**config.mk**
```make
export PLATFORM = sky130hd
export DESIGN_NAME = signed_mult_accum
export DESIGN_NICKNAME = d
export VERILOG_FILES = /design/src/rtl/signed_mult_accum.sv
export SDC_FILE = /design/constraint.sdc
export NUM_CORES = 1
export LEC_CHECK = 0
export ABC_AREA = 1
export BUFFER_PORTS_ARGS = -buffer_cell sky130_fd_sc_hd__buf_4
export CORE_MARGIN = 3
export CORE_UTILIZATION = 45
export DETAILED_ROUTE_END_ITERATION = 12
export GPL_ROUTABILITY_DRIVEN = 0
export SLEW_MARGIN = 10
export SYNTH_ARGS = -nofsm -noshare
export SYNTH_HDL_FRONTEND = slang
export SYNTH_SLANG_ARGS = --single-unit
```
**constraint.sdc**
```tcl
create_clock -name clk -period 7.8 [get_ports clk]
set_clock_uncertainty 0.15 [all_clocks]
set_input_delay 0.78 -clock clk [delete_from_list [all_inputs] [get_ports clk]]
set_output_delay 0.78 -clock clk [all_outputs]
set_load 0.005 [all_outputs]
```
**src/rtl/signed_mult_accum.sv**
```systemverilog
// signed_mult_accum: signed multiply-accumulate datapath for the convolution engine.
// Multiplies pixel sample x by kernel coefficient y each falling edge and adds the
// product into a wrapping ACC_W-bit running sum presented on LocalReg.
module signed_mult_accum #(
  parameter int DATA_W   = 8,
  parameter int ACC_W    = 32,
  parameter bit X_SIGNED = 1'b1
) (
  input  logic              clk,
  input  logic              AccumReset,
  input  logic [DATA_W-1:0] x,
  input  logic [DATA_W-1:0] y,
  output logic [ACC_W-1:0]  LocalReg
);

  // One guard bit on x lets a single signed multiplier cover both the
  // two's-complement and the zero-extended pixel formats.
  localparam int PROD_W = 2 * DATA_W;
  localparam int MUL_W  = PROD_W + 1;

  logic signed [DATA_W:0]   xExt;
  logic signed [DATA_W-1:0] ySgn;
  logic signed [MUL_W-1:0]  xWide;
  logic signed [MUL_W-1:0]  yWide;
  logic signed [MUL_W-1:0]  prodFull;
  logic signed [PROD_W-1:0] prod;
  logic        [ACC_W-1:0]  prodAcc;
  logic        [ACC_W-1:0]  acc_q;
  logic        [ACC_W-1:0]  acc_d;

  // Form the full-width signed product; it always fits in 2*DATA_W bits,
  // then sign-extend it to the accumulator width.
  always_comb begin
    xExt     = X_SIGNED ? {x[DATA_W-1], x} : {1'b0, x};
    ySgn     = $signed(y);
    xWide    = MUL_W'(xExt);
    yWide    = MUL_W'(ySgn);
    prodFull = xWide * yWide;
    prod     = prodFull[PROD_W-1:0];
    prodAcc  = ACC_W'(prod);
    acc_d    = acc_q + prodAcc;
  end

  // Accumulate on every falling edge; a reset edge clears the sum and drops the product.
  always_ff @(negedge clk) begin
    if (AccumReset) begin
      acc_q <= '0;
    end else begin
      acc_q <= acc_d;
    end
  end

  assign LocalReg = acc_q;

endmodule

```
==> results.sh <==
export IMPL_rows=39
export IMPL_root_buffer="clkbuf_16"
export IMPL_required_ns=4.01
export IMPL_fin_area_um2=9190
export IMPL_drtPass1Iterations=5
export IMPL_hold_class="reg -> reg"
export IMPL_avgRoutedWirePerCell_um=15.0
export IMPL_cp_top_family="adder cells"
export IMPL_cts_hold_fix_buffers=0
export IMPL_grt_overflow_total=0
export IMPL_drt_iter0_drc=297
export IMPL_cts_tree="yes"
export IMPL_die_y_um=117
export IMPL_layout_drive_gt1_share_pct=44.3
export IMPL_slew_violations=0
export IMPL_critPathMaxFanout=6
export IMPL_synth_cell_types=32
export IMPL_setup_viol=27
export IMPL_port_buffers=49
export IMPL_worstPathArrival_ns=5.64
export IMPL_max_cap_violations=0
export IMPL_endpoint_kind="register"
export IMPL_drc=0
export IMPL_ios=50
export IMPL_die_area_um2=13700
export IMPL_layout_common_cells="206 x inv_1, 158 x buf_4, 157 x nand2_1"
export IMPL_ant_nets=0
export IMPL_hpwlAfterDp_um=13600
export IMPL_cts_made_buffers=5
export IMPL_postLayoutSetupSlackWorst_ns=-1.64
export IMPL_seq_area_frac_synth_pct=11.5
export IMPL_vias=6120
export IMPL_rsz0062_at_grt="true"
export IMPL_grt_start_max_net_pins=26
export IMPL_violations="negative setup slack"
export IMPL_fillers=836
export IMPL_syn_nets=989
export IMPL_startpoint_type="primary input"
export IMPL_mostFrequentLayoutCell="inv_1"
export IMPL_htreeDepth=2
export IMPL_drt_wl_total_um=18200
export IMPL_ys_seq_elements=32
export IMPL_status="complete, but fails checks"
export IMPL_largest_reg_flops=32
export IMPL_antenna_found_initial=0
export IMPL_relSlewSlack_pct=36.8
export IMPL_place_area_um2=7570
export IMPL_nets=1205
export IMPL_setup_worst_path_class="in -> reg"
export IMPL_crit_path_top_delay_cell="fa_1"
export IMPL_slowest_delay_ns=0.53
export IMPL_grt_pass1_vias=6427
export IMPL_cts_buffer_depth=2
export IMPL_worst_slew_pin_slew_ns=0.948
export IMPL_core_area_um2=11700
export IMPL_timing_hold_ws_ns=0.455
export IMPL_start_util_pct=47.4
export IMPL_track_usage_pct=27.7
export IMPL_grt_pass1_wl_um=30000
export IMPL_ys_warn_count=0
export IMPL_clk_pin_slew_worst_paths_ns=0.05
export IMPL_vias_per_cell=5.05
export IMPL_syn_mean_instance_area_um2=6.51
export IMPL_syn_inst=853
export IMPL_antennaDiodeCount=0
export IMPL_die_w_um=117
export IMPL_clk_latency_ns=0.37
export IMPL_area_growth_pct=65.6
export IMPL_syn_cell_area_um2=5550
export IMPL_cts_sinks=32
export IMPL_path_buf_inv=9
export IMPL_hold_violations=0
[what timing repair did]
action | CTS | global route
gates resized for setup | 199 | 75
pin swaps | 125 | 57
endpoints found under the setup margin | 28 | 28
setup buffers | 22 | 5
[layout make-up]
cell class | instances | area (um^2) | area share (%)
Clock inverter | 35 | 160 | 1.74
Clock buffer | 5 | 125 | 1.36
Tap cell | 143 | 179 | 1.95
Multi-Input combinational cell | 591 | 5620 | 61.1
Sequential cell | 32 | 641 | 6.97
Timing Repair Buffer | 196 | 1660 | 18.1
Inverter | 211 | 803 | 8.74
[metal layers]
layer  wire length [um]  share of wire (%)  vias up  track usage [%]
li1                   -                  -     3019                -
met1               8170                 45     2921             36.2
met2               8840                 49      154             46.4
met3                937                5.1       26             6.38
met4                274                1.5        0             7.19
met5                  0                  0        -                0
[cell families (layout without fill, tap and decap cells)]
group / count (synthesis) / after routing / synth area share, %
DFF: 32 / 32 / 11.5
AOI/OAI and AO/OA: 109 / 109 / 11.0
xor gates and xnor gates: 10 / 10 / 1.58
and+or+nand+nor: 354 / 354 / 25.6
adders and majority gates: 118 / 118 / 34.2
buffers and inverters: 230 / 447 / 16.1
[per-stage QoR]
step           util, %  setup WS, ns  TNS (ns)  cells
2_1_floorplan        -         -1.66    -35.36    853
3_3_place_gp      64.6         -2.10    -48.21   1148
3_5_place_dp      64.6         -2.13    -50.23   1148
4_1_cts           75.7         -1.54    -34.92   1208
5_1_grt           78.5         -1.85    -41.68   1213
6_report          78.5         -1.64    -36.23   1213
[worst register-to-register path, stage by stage (launching register included)]
cell and delay, ns:
dfxtp_1 0.31, ha_1 0.23, fa_1 0.41, nand3_1 0.11, nand2_1 0.14, nand3_1 0.16, nand2_4 0.09, nand2_1 0.08
nand2_2 0.09, nand2_1 0.09, nand3_2 0.08, nand2_1 0.08, nand2_1 0.05, nor2_1 0.12
[cells in the mapped netlist]
library cell,count,area (um^2)
nand2_1,220,826
inv_1,212,796
nor2_1,82,308
ha_1,62,776
a21oi_1,60,300
fa_1,56,1120
dfxtp_1,32,641
nand3_1,30,150
o21ai_0,25,125
clkbuf_1,16,60.1
o21bai_1,7,52.6
xor2_1,6,52.6
a21o_1,4,30.0
nand2_2,4,25.0
nand4_1,4,25.0
nor3_1,4,20.0
o21a_1,4,30.0
xnor2_1,4,35.0
a31oi_1,3,18.8
nor2_2,3,18.8
a21boi_0,2,15.0
and3_1,2,12.5
nor4_1,2,12.5
a21oi_2,1,8.76
buf_2,1,5.00
bufbuf_16,1,32.5
nand3_2,1,10.0
nor3_2,1,10.0
o211ai_1,1,7.51
o211ai_2,1,12.5
o21ai_2,1,8.76
or2_2,1,6.26
[final timing paths]
path / to / start / slack (ns) / cells past startpoint
max: LocalReg[31] / y[7] / -1.64 / 31
min: LocalReg[31] / LocalReg[31] / 0.45 / 3
min reg2reg: LocalReg[31] / LocalReg[31] / 0.45 / 3
max reg2reg: LocalReg[26] / LocalReg[0] / 5.56 / 13
Power is left out: the tool's default activity adds up to more than one toggle a clock period on the data nets, which glitch-free logic cannot reach.
